[src/rtl/ofs_plat_axi_mem_if_desync_pkg.sv]
// Shared constants and helpers for the AW/W desync block; no new channel types.
// Latency: n/a (constants only).
// Backpressure: n/a (constants only).
package ofs_plat_axi_mem_if_desync_pkg;

   localparam int AW_FIFO_DEPTH_DEFAULT = 4;

   // Occupancy counter must represent 0..depth inclusive.
   function automatic int aw_cnt_width(input int depth);
      return $clog2(depth + 1);
   endfunction

endpackage

[src/rtl/ofs_plat_axi_mem_pkg.sv]
// AXI memory channel payload types shared by every ofs_plat_axi_mem_if instance.
// Latency: n/a (types only).
// Backpressure: n/a (types only).
package ofs_plat_axi_mem_pkg;

   typedef struct packed {
      logic [3:0]  id;
      logic [31:0] addr;
      logic [7:0]  len;
      logic [2:0]  size;
   } t_axi_aw;

   typedef struct packed {
      logic [63:0] data;
      logic [7:0]  strb;
      logic        last;
   } t_axi_w;

   typedef struct packed {
      logic [3:0] id;
      logic [1:0] resp;
   } t_axi_b;

   typedef struct packed {
      logic [3:0]  id;
      logic [31:0] addr;
      logic [7:0]  len;
      logic [2:0]  size;
   } t_axi_ar;

   typedef struct packed {
      logic [3:0]  id;
      logic [63:0] data;
      logic [1:0]  resp;
      logic        last;
   } t_axi_r;

endpackage

[src/rtl/ofs_plat_axi_mem_if.sv]
// AXI memory interface: five channels, each with valid/ready and a packed payload.
// Latency: n/a (wires only).
// Backpressure: standard AXI valid/ready per channel.
// Modports: to_source = the module faces a master (receives AW/W/AR, returns B/R);
//           to_sink   = the module faces a slave  (drives AW/W/AR, receives B/R).
interface ofs_plat_axi_mem_if;
   import ofs_plat_axi_mem_pkg::*;

   logic    awvalid;
   logic    awready;
   t_axi_aw aw;
   logic    wvalid;
   logic    wready;
   t_axi_w  w;
   logic    bvalid;
   logic    bready;
   t_axi_b  b;
   logic    arvalid;
   logic    arready;
   t_axi_ar ar;
   logic    rvalid;
   logic    rready;
   t_axi_r  r;

   modport to_source (
      input  awvalid, aw, wvalid, w, bready, arvalid, ar, rready,
      output awready, wready, bvalid, b, arready, rvalid, r
   );

   modport to_sink (
      output awvalid, aw, wvalid, w, bready, arvalid, ar, rready,
      input  awready, wready, bvalid, b, arready, rvalid, r
   );

endinterface

[src/rtl/ofs_plat_axi_mem_desync_aw_fifo.sv]
// Small AW address FIFO: counter-tracked, registered full flag, unreset storage.
// Latency: an entry written in cycle N is visible at the head in cycle N+1.
// Backpressure: enq ignored while full (even on a same-cycle deq); deq ignored while empty.
// Ports: clk, reset_n (async, active-low); enq_en/enq_data push; deq_en pop;
//        first = head entry, not_empty, full (registered), cnt = occupancy.
module ofs_plat_axi_mem_desync_aw_fifo #(
   parameter int DEPTH      = 4,   // power of 2, at least 2
   parameter int DATA_WIDTH = 8
)(
   input  logic                         clk,
   input  logic                         reset_n,
   input  logic                         enq_en,
   input  logic [DATA_WIDTH-1:0]        enq_data,
   input  logic                         deq_en,
   output logic [DATA_WIDTH-1:0]        first,
   output logic                         not_empty,
   output logic                         full,
   output logic [$clog2(DEPTH+1)-1:0]   cnt
);

   localparam int PW = $clog2(DEPTH);
   localparam int CW = $clog2(DEPTH + 1);

   logic [DATA_WIDTH-1:0] mem [DEPTH];
   logic [PW-1:0]         wr_ptr;
   logic [PW-1:0]         rd_ptr;
   logic [CW-1:0]         cnt_nxt;
   logic                  do_enq;
   logic                  do_deq;

   // Full is registered, so a pop cannot open a slot for a push in the same
   // cycle; this keeps the sink's awready off the source's ready path.
   assign do_enq    = enq_en && !full;
   assign do_deq    = deq_en && not_empty;
   assign not_empty = (cnt != '0);
   assign first     = mem[rd_ptr];

   always_comb begin
      cnt_nxt = cnt;
      if (do_enq && !do_deq) begin
         cnt_nxt = cnt + 1'b1;
      end else if (!do_enq && do_deq) begin
         cnt_nxt = cnt - 1'b1;
      end
   end

   // DEPTH is a power of 2, so pointer overflow is the modulo-DEPTH wrap.
   always_ff @(posedge clk or negedge reset_n) begin
      if (!reset_n) begin
         cnt    <= '0;
         wr_ptr <= '0;
         rd_ptr <= '0;
         full   <= 1'b0;
      end else begin
         cnt  <= cnt_nxt;
         full <= (cnt_nxt == CW'(DEPTH));
         if (do_enq) begin
            wr_ptr <= wr_ptr + 1'b1;
         end
         if (do_deq) begin
            rd_ptr <= rd_ptr + 1'b1;
         end
      end
   end

   always_ff @(posedge clk) begin
      if (do_enq) begin
         mem[wr_ptr] <= enq_data;
      end
   end

endmodule

[src/rtl/ofs_plat_axi_mem_if_desync.sv]
// Splits a synchronized AW+first-W write stream into independent AXI AW and W channels.
// Latency: W 0 cycles (combinational); AW >= 1 cycle through the AW FIFO; AR/R/B 0 cycles.
// Backpressure: SOP beats need AW FIFO space and sink wready together; later beats follow sink wready.
// Ports: clk, reset_n (async, active-low); mem_source = synchronized producer side;
//        mem_sink = decoupled AXI memory side.
module ofs_plat_axi_mem_if_desync
   import ofs_plat_axi_mem_pkg::*;
   import ofs_plat_axi_mem_if_desync_pkg::*;
#(
   parameter int AW_FIFO_DEPTH = AW_FIFO_DEPTH_DEFAULT
)(
   input  logic                   clk,
   input  logic                   reset_n,
   ofs_plat_axi_mem_if.to_source  mem_source,
   ofs_plat_axi_mem_if.to_sink    mem_sink
);

   localparam int AW_W = $bits(t_axi_aw);

   logic                                     wr_is_sop;
   logic                                     sop_go;
   logic                                     aw_push;
   logic                                     aw_pop;
   logic                                     aw_full;
   logic                                     aw_not_empty;
   logic [aw_cnt_width(AW_FIFO_DEPTH)-1:0]   aw_cnt;
   logic [AW_W-1:0]                          aw_head;

   // At SOP the address and first data beat move together: both need FIFO
   // space, sink wready and both source valids. The sink's awready is never
   // involved, because aw_full is a registered flag.
   assign sop_go = !aw_full && mem_sink.wready &&
                   mem_source.awvalid && mem_source.wvalid;

   // reset_n gating keeps awready low while the block is held in reset.
   assign mem_source.awready = wr_is_sop && sop_go && reset_n;
   assign mem_source.wready  = wr_is_sop ? sop_go : mem_sink.wready;

   assign mem_sink.w      = mem_source.w;
   assign mem_sink.wvalid = mem_source.wvalid &&
                            (wr_is_sop ? (mem_source.awvalid && !aw_full) : 1'b1);

   assign aw_push = mem_source.awvalid && mem_source.awready;
   assign aw_pop  = mem_sink.awvalid && mem_sink.awready;

   // The beat after a 'last' beat starts the next burst.
   always_ff @(posedge clk or negedge reset_n) begin
      if (!reset_n) begin
         wr_is_sop <= 1'b1;
      end else if (mem_source.wvalid && mem_source.wready) begin
         wr_is_sop <= mem_source.w.last;
      end
   end

   ofs_plat_axi_mem_desync_aw_fifo #(
      .DEPTH      (AW_FIFO_DEPTH),
      .DATA_WIDTH (AW_W)
   ) aw_fifo (
      .clk       (clk),
      .reset_n   (reset_n),
      .enq_en    (aw_push),
      .enq_data  (mem_source.aw),
      .deq_en    (aw_pop),
      .first     (aw_head),
      .not_empty (aw_not_empty),
      .full      (aw_full),
      .cnt       (aw_cnt)
   );

   // The head is held until popped, so awvalid/aw stay stable until accepted.
   assign mem_sink.awvalid = aw_not_empty;
   assign mem_sink.aw      = aw_head;

   // Read address, read data and write response are straight wires.
   assign mem_sink.arvalid   = mem_source.arvalid;
   assign mem_sink.ar        = mem_source.ar;
   assign mem_source.arready = mem_sink.arready;

   assign mem_source.rvalid  = mem_sink.rvalid;
   assign mem_source.r       = mem_sink.r;
   assign mem_sink.rready    = mem_source.rready;

   assign mem_source.bvalid  = mem_sink.bvalid;
   assign mem_source.b       = mem_sink.b;
   assign mem_sink.bready    = mem_source.bready;

endmodule

[src/flat_wrapper.sv]
// flat-port wrapper written by rule: the top's interface ports become plain ports
module ofs_plat_axi_mem_if_desync_flat import ofs_plat_axi_mem_pkg::*; import ofs_plat_axi_mem_if_desync_pkg::*;
#(
   parameter int AW_FIFO_DEPTH = AW_FIFO_DEPTH_DEFAULT
)
  (clk, reset_n, mem_source_awvalid, mem_source_aw, mem_source_wvalid, mem_source_w, mem_source_bready, mem_source_arvalid, mem_source_ar, mem_source_rready, mem_source_awready, mem_source_wready, mem_source_bvalid, mem_source_b, mem_source_arready, mem_source_rvalid, mem_source_r, mem_sink_awvalid, mem_sink_aw, mem_sink_wvalid, mem_sink_w, mem_sink_bready, mem_sink_arvalid, mem_sink_ar, mem_sink_rready, mem_sink_awready, mem_sink_wready, mem_sink_bvalid, mem_sink_b, mem_sink_arready, mem_sink_rvalid, mem_sink_r);
  ofs_plat_axi_mem_if mem_source_i ();
  ofs_plat_axi_mem_if mem_sink_i ();
  input  logic clk;
  input  logic reset_n;
  input wire logic [$bits(mem_source_i.awvalid)-1:0] mem_source_awvalid;
  input wire logic [$bits(mem_source_i.aw)-1:0] mem_source_aw;
  input wire logic [$bits(mem_source_i.wvalid)-1:0] mem_source_wvalid;
  input wire logic [$bits(mem_source_i.w)-1:0] mem_source_w;
  input wire logic [$bits(mem_source_i.bready)-1:0] mem_source_bready;
  input wire logic [$bits(mem_source_i.arvalid)-1:0] mem_source_arvalid;
  input wire logic [$bits(mem_source_i.ar)-1:0] mem_source_ar;
  input wire logic [$bits(mem_source_i.rready)-1:0] mem_source_rready;
  output wire logic [$bits(mem_source_i.awready)-1:0] mem_source_awready;
  output wire logic [$bits(mem_source_i.wready)-1:0] mem_source_wready;
  output wire logic [$bits(mem_source_i.bvalid)-1:0] mem_source_bvalid;
  output wire logic [$bits(mem_source_i.b)-1:0] mem_source_b;
  output wire logic [$bits(mem_source_i.arready)-1:0] mem_source_arready;
  output wire logic [$bits(mem_source_i.rvalid)-1:0] mem_source_rvalid;
  output wire logic [$bits(mem_source_i.r)-1:0] mem_source_r;
  output wire logic [$bits(mem_sink_i.awvalid)-1:0] mem_sink_awvalid;
  output wire logic [$bits(mem_sink_i.aw)-1:0] mem_sink_aw;
  output wire logic [$bits(mem_sink_i.wvalid)-1:0] mem_sink_wvalid;
  output wire logic [$bits(mem_sink_i.w)-1:0] mem_sink_w;
  output wire logic [$bits(mem_sink_i.bready)-1:0] mem_sink_bready;
  output wire logic [$bits(mem_sink_i.arvalid)-1:0] mem_sink_arvalid;
  output wire logic [$bits(mem_sink_i.ar)-1:0] mem_sink_ar;
  output wire logic [$bits(mem_sink_i.rready)-1:0] mem_sink_rready;
  input wire logic [$bits(mem_sink_i.awready)-1:0] mem_sink_awready;
  input wire logic [$bits(mem_sink_i.wready)-1:0] mem_sink_wready;
  input wire logic [$bits(mem_sink_i.bvalid)-1:0] mem_sink_bvalid;
  input wire logic [$bits(mem_sink_i.b)-1:0] mem_sink_b;
  input wire logic [$bits(mem_sink_i.arready)-1:0] mem_sink_arready;
  input wire logic [$bits(mem_sink_i.rvalid)-1:0] mem_sink_rvalid;
  input wire logic [$bits(mem_sink_i.r)-1:0] mem_sink_r;
  assign mem_source_i.awvalid = mem_source_awvalid;
  assign mem_source_i.aw = mem_source_aw;
  assign mem_source_i.wvalid = mem_source_wvalid;
  assign mem_source_i.w = mem_source_w;
  assign mem_source_i.bready = mem_source_bready;
  assign mem_source_i.arvalid = mem_source_arvalid;
  assign mem_source_i.ar = mem_source_ar;
  assign mem_source_i.rready = mem_source_rready;
  assign mem_source_awready = mem_source_i.awready;
  assign mem_source_wready = mem_source_i.wready;
  assign mem_source_bvalid = mem_source_i.bvalid;
  assign mem_source_b = mem_source_i.b;
  assign mem_source_arready = mem_source_i.arready;
  assign mem_source_rvalid = mem_source_i.rvalid;
  assign mem_source_r = mem_source_i.r;
  assign mem_sink_awvalid = mem_sink_i.awvalid;
  assign mem_sink_aw = mem_sink_i.aw;
  assign mem_sink_wvalid = mem_sink_i.wvalid;
  assign mem_sink_w = mem_sink_i.w;
  assign mem_sink_bready = mem_sink_i.bready;
  assign mem_sink_arvalid = mem_sink_i.arvalid;
  assign mem_sink_ar = mem_sink_i.ar;
  assign mem_sink_rready = mem_sink_i.rready;
  assign mem_sink_i.awready = mem_sink_awready;
  assign mem_sink_i.wready = mem_sink_wready;
  assign mem_sink_i.bvalid = mem_sink_bvalid;
  assign mem_sink_i.b = mem_sink_b;
  assign mem_sink_i.arready = mem_sink_arready;
  assign mem_sink_i.rvalid = mem_sink_rvalid;
  assign mem_sink_i.r = mem_sink_r;
  ofs_plat_axi_mem_if_desync #(.AW_FIFO_DEPTH(AW_FIFO_DEPTH)) u_core (.clk(clk), .reset_n(reset_n), .mem_source(mem_source_i), .mem_sink(mem_sink_i));
endmodule
[config.mk]
export PLATFORM = sky130hd
export DESIGN_NAME = ofs_plat_axi_mem_if_desync_flat
export DESIGN_NICKNAME = d
export VERILOG_FILES = /design/src/rtl/ofs_plat_axi_mem_if_desync_pkg.sv /design/src/rtl/ofs_plat_axi_mem_pkg.sv /design/src/rtl/ofs_plat_axi_mem_if.sv /design/src/rtl/ofs_plat_axi_mem_desync_aw_fifo.sv /design/src/rtl/ofs_plat_axi_mem_if_desync.sv /design/src/flat_wrapper.sv
export SDC_FILE = /design/constraint.sdc
export NUM_CORES = 1
export LEC_CHECK = 0
export BUFFER_PORTS_ARGS = -buffer_cell sky130_fd_sc_hd__buf_2
export CORE_AREA = 2 2 200 202
export CTS_CLUSTER_SIZE = 12
export DETAILED_ROUTE_END_ITERATION = 12
export DIE_AREA = 0 0 202 204
export PLACE_DENSITY = 0.56
export SYNTH_ARGS = -nofsm -noshare
export SYNTH_HDL_FRONTEND = slang
export SYNTH_SLANG_ARGS = --single-unit
[constraint.sdc]
create_clock -name clk -period 3.1 [get_ports clk]
set_clock_uncertainty 0.05 [all_clocks]
set_input_delay 0.155 -clock clk [delete_from_list [all_inputs] [get_ports clk]]
set_output_delay 0.155 -clock clk [all_outputs]
set_load 0.05 [all_outputs]
# [Word level (Yosys, flattened, before mapping)]
# Memories as Yosys holds them, arrays and structs flattened.
# Cells that the tools add are included.
[word_totals] ff_bits=9 latchBits=0 ram_bits=188 rom_bits=0 out_inout_bits=254 elab_cells=35 mem_count=1
[op_classes] addsub=4 mul=0 n_div=0 order_cmp=0 n_eq_ne=1 shift=0 muxes=6 n_bitwise=0 n_reduce_logical=18
[memory_table] memory="u_core.aw_fifo.mem" depth=4 word_bits=47 read_ports=1 rd_clocked_by_memory_dff=0 write_ports=1 line_no="ofs_plat_axi_mem_desync_aw_fifo.sv:24" source="logic [DATA_WIDTH-1:0] mem [DEPTH];"
[ops] operator="1-bit logical AND" n=14
[ops] operator="3-bit 2-to-1 mux" n=2
[ops] operator="2-bit by 1-bit adder with 2-bit output (second input constant)" n=2
[ops] operator="1-bit 2-to-1 mux" n=4
[ops] operator="3-bit by 1-bit adder with 3-bit output (second input constant)" n=1
[ops] operator="3-bit equality test (second input constant)" n=1
[ops] operator="1-bit logical NOT" n=3
[ops] operator="3-bit nonzero test" n=1
[ops] operator="3-bit by 1-bit subtractor with 3-bit output (second input constant)" n=1

# [Longest topological paths before layout]
[logic_depth] depth_word=13 mapped_depth=7

# [Modules after synthesis]
# Synthesis repeated with hierarchy kept, for this count alone.
[unflattened] hier_cells=516 hier_area_um2=8954.8
[modules_own_cells] module="ofs_plat_axi_mem_desync_aw_fifo" n_inst=1 cells_each=301 area_each_um2=7333.3
[modules_own_cells] module="ofs_plat_axi_mem_if_desync" n_inst=1 cells_each=215 area_each_um2=1621.6

# [Worst setup path before layout]
# Ideal clock, no wire load.
[synth_timing] kind="register to register" from="register u_core.aw_fifo.full" to="memory u_core.aw_fifo.mem[2][0] in the netlist's numbering, enable pin" t_arrival_ps=2739 t_required_ps=2641 slack_ps=-98 path_stages_with_launch=6 period_less_slack_ps=3198 cell_sequence="dfrtp_1 and4b_1 and3_1 buf_6 clkbuf_1 and2_1"
[synth_between] elab_chain_len=10
[synth_rtl] element="from (decl)" line_no="ofs_plat_axi_mem_desync_aw_fifo.sv:17" source="output logic full,"
[synth_rtl] element="from (signal assigned)" line_no="ofs_plat_axi_mem_desync_aw_fifo.sv:56" source="full <= (cnt_nxt == CW'(DEPTH));"
[synth_rtl] element="1-bit logical NOT" line_no="ofs_plat_axi_mem_if_desync.sv:32" source="assign sop_go = !aw_full && mem_sink.wready &&"
[synth_rtl] element="1-bit logical AND (2 in series)" line_no="ofs_plat_axi_mem_if_desync.sv:32"
[synth_rtl] element="1-bit logical AND" line_no="ofs_plat_axi_mem_if_desync.sv:33" source="mem_source.awvalid && mem_source.wvalid;"
[synth_rtl] element="1-bit logical AND (2 in series)" line_no="ofs_plat_axi_mem_if_desync.sv:36" source="assign mem_source.awready = wr_is_sop && sop_go && reset_n;"
[synth_rtl] element="via mem_source_awready" line_no="flat_wrapper.sv:19" source="output wire logic [$bits(mem_source_i.awready)-1:0] mem_source_awready;"
[synth_rtl] element="1-bit logical AND" line_no="ofs_plat_axi_mem_if_desync.sv:43" source="assign aw_push = mem_source.awvalid && mem_source.awready;"
[synth_rtl] element="1-bit logical AND" line_no="ofs_plat_axi_mem_desync_aw_fifo.sv:33" source="assign do_enq = enq_en && !full;"
[synth_rtl] element="1-bit 2-to-1 mux" line_no="ofs_plat_axi_mem_desync_aw_fifo.sv:67" source="if (do_enq) begin"
[synth_rtl] element="1-bit 2-to-1 mux (not written as such)" line_no="ofs_plat_axi_mem_desync_aw_fifo.sv:68" source="mem[wr_ptr] <= enq_data;"
[synth_rtl] element="to (decl)" line_no="ofs_plat_axi_mem_desync_aw_fifo.sv:24"
# The timed path passes the listed nets, and every way through them passes these cells.

# [Worst setup path in the final report]
[layout_timing] from="register u_core.aw_fifo.rd_ptr[0]" to="output mem_sink_aw[46]"
[layout_between] elab_chain_len=1
[layout_rtl] element="from (decl)" line_no="ofs_plat_axi_mem_desync_aw_fifo.sv:26" source="logic [PW-1:0] rd_ptr;"
[layout_rtl] element="from (signal assigned)" line_no="ofs_plat_axi_mem_desync_aw_fifo.sv:61" source="rd_ptr <= rd_ptr + 1'b1;"
[layout_rtl] element="memory read 4 x 47 bit"
[layout_rtl] element="to (decl)" line_no="flat_wrapper.sv:27" source="output wire logic [$bits(mem_sink_i.aw)-1:0] mem_sink_aw;"
# No other way between the ends.

==> impl_metrics.json <==
{
  "avgRoutedWirePerCell_um": 20.34,
  "layout-drive-gt1-share": 0.4076,
  "nets": 748,
  "async_flop_share": 0.04569,
  "synth_warnings": 0,
  "fmax_ghz": 0.4023,
  "clkLatencyLatePin_ns": 0.46,
  "dieHeight_um": 204,
  "r2r_setup_slack_ns": 0.91,
  "post_cts_buffers": 0,
  "ant_nets": 0,
  "dpl.hpwl_um": 15110,
  "routed.top_layer": "met5",
  "dp_cells": 939,
  "power_density_nw_per_um2": 859.8,
  "synth_enable_flop_cells": 188,
  "cts-buffers-inserted": 17,
  "via_per_inst": 3.814,
  "syn_nets": 776,
  "cts_resized": 0,
  "root_buffer": "clkbuf_16",
  "die-area_um2": 41210,
  "wl_met2_um": 9824,
  "syn_inst": 513,
  "vias": 3909,
  "start_util": 0.2267,
  "drc": 0,
  "clk_path_buf_depth": 2,
  "finalSetupViolations": 0,
  "area_growth_syn_to_layout_pct": 9.720,
  "fin_total_pwr_mw": 8.379,
  "pwr-share-clk": 0.279,
  "stdcell_count": 1025,
  "wl_met1_um": 6838,
  "wl_met3_um": 3212,
  "placed_area_um2": 8591,
  "p_switching_mw": 3.034,
  "r2r-start": "u_core.aw_fifo.full",
  "stdcell_area_um2": 9746,
  "reg2reg_depth": 4,
  "p_int_mw": 5.345,
  "max-vdd-ir-drop_mv": 0.5633,
  "slew_headroom": 0.6592,
  "yosysMostFrequentCell": "buf_4",
  "slew_violations": 0,
  "crit_arrival_ns": 2.28,
  "drt_iter0_drc": 158,
  "path_clk_slew_ns": 0.07,
  "yosys-top-cells-area": "edfxtp_1 64%, buf_4 17%, mux4_2 12%, dfrtp_1 2.3%, ha_1 0.99%",
  "grt_max_degree": 25,
  "period_share": 0.8019,
  "portBuffers": 105,
  "tightest_slew_ns": 0.5111,
  "switching_share": 0.3621,
  "hp-class": "input pin to asynchronous set/reset pin",
  "grt_pass1_wl_um": 28800,
  "rsz0062_at_grt": "false",
  "rows": 73,
  "synth_area_um2": 8882,
  "synth_top_cell_area_share": 0.6356,
  "r2r_end": "u_core.aw_fifo.mem[0][38]",
  "min_period_ns": 2.486,
  "ys_ff_latch": 197,
  "coreArea_um2": 39180,
  "ys_seq_area_frac": 0.6611,
  "die_w_um": 202,
  "gp_congestion": 0.7133,
  "crit_type": "register to primary output",
  "critPathCaptureType": "primary output",
  "pwr-share-comb": 0.341,
  "setup_tns_ns": 0,
  "grt_overflow_total": 0,
  "synth_ff_type": "edfxtp_1",
  "outcome": "finished clean",
  "grt_pass1_vias": 4083,
  "h-tree-depth": 4,
  "worstPathMaxFanout": 24,
  "final_hold_viol_count": 0,
  "cts.sinks": 197,
  "drtPass1Iterations": 4,
  "fin_util": 0.2487,
  "critPathLaunchType": "register",
  "yosys-top-cells-count": "203 x buf_4, 188 x edfxtp_1, 47 x mux4_2",
  "cp.required_ns": 2.89,
  "synth_cell_types": 33,
  "yosysTopAreaCell": "edfxtp_1",
  "io_pins": 510,
  "p_seq_frac": 0.380,
  "cts_tree": "built",
  "totalWireLength_um": 20850,
  "leakage_nw": 3.257,
  "grt.total_usage": 0.1018,
  "antenna_found_initial": 2,
  "fillerInstances": 4002,
  "synth.avg_cell_area_um2": 17.31,
  "cap_viol_max_count": 0
}
[worst max-delay path by stage]
stage,start,to,slack [ns],cells past startpoint
finish,u_core.aw_fifo.rd_ptr[0],mem_sink_aw[46],0.61,3
floorplan,u_core.aw_fifo.full,u_core.aw_fifo.mem[0][0],0.37,5
global placement,u_core.aw_fifo.full,u_core.aw_fifo.mem[0][0],0.97,4
detailed placement,u_core.aw_fifo.full,u_core.aw_fifo.mem[0][0],0.90,4
global route,u_core.aw_fifo.rd_ptr[0],mem_sink_aw[46],0.46,3
CTS,u_core.aw_fifo.rd_ptr[0],mem_sink_aw[46],0.52,3
[state kept, by name, indices dropped and copies added (netlist names)]
name / count
u_core.aw_fifo.cnt: 3
u_core.aw_fifo.full: 1
u_core.aw_fifo.mem: 188
u_core.aw_fifo.rd_ptr: 2
u_core.aw_fifo.wr_ptr: 2
u_core.wr_is_sop: 1
[power groups by stage]
stage               clock (mW)  sequential, mW  combinational [mW]
floorplan                    0            3.12                3.03
global placement             0            3.26                2.86
detailed placement           0            3.26                2.86
CTS                       2.42            3.20                2.92
global route              2.51            3.21                3.02
finish                    2.34            3.18                2.86
[per-stage QoR]
stage	setup WS, ns	hold WS [ns]
2_1_floorplan	0.3734	-0.1906
3_3_place_gp	0.9703	-0.01962
3_5_place_dp	0.8991	-0.01574
4_1_cts	0.5228	0.0008356
5_1_grt	0.4639	0.03643
6_report	0.6141	0.03461
[repair_timing]
item	CTS	global route
setup endpoints to repair	0	0
hold buffers	52	0
hold endpoints to repair	200	0
[worst max-delay path, stage by stage, from the launching register on]
cell,delay (ns)
dfrtp_4,0.68
buf_12,0.28
mux4_2,0.56
buf_2,0.23
[cell usage in the layout (no fill, tap or decap), types with 2 or more instances in the layout]
master         instances
edfxtp_1             188
buf_2                105
dlygate4sd3_1         52
mux4_2                47
clkbuf_16             17
buf_4                 11
ha_1                   7
dfrtp_1                6
inv_1                  5
nor2_1                 5
xnor2_1                5
and2_2                 4
nand2_1                4
bufinv_16              4
clkinvlp_4             4
inv_6                  4
diode_2                2
nand2b_1               2
o21ai_0                2
a21boi_0               2
nor4_1                 2
nand3_1                2
clkbuf_1               2
[final cells by class]
cell class                 instances  area (um2)  area share
multi-input combinational         95        1410      0.1447
antenna                            2       5.005   0.0005135
inverter                           5       18.77    0.001926
clock buffer                      19       432.9     0.04442
tap                              525       656.9     0.06740
clock inverter                    13       196.4     0.02016
timing repair buffer             169        1149      0.1179
sequential                       197        5877      0.6030
[routing by layer]
layer  vias up  track usage
met5         -      0.02976
met3        75      0.08227
met1      1938      0.09250
met2       244       0.1562
li1       1648            -
met4         4      0.05699
[cells by family after synthesis]
family | Yosys count | synth area share
flops | 197 | 0.6611
fa+ha+maj | 8 | 0.01099
buf+inv | 221 | 0.1807
mux | 47 | 0.1192
compound gates | 10 | 0.007043
xor+xnor | 5 | 0.004930
simple gates | 25 | 0.01606
Power figures use the tool's default switching activity.
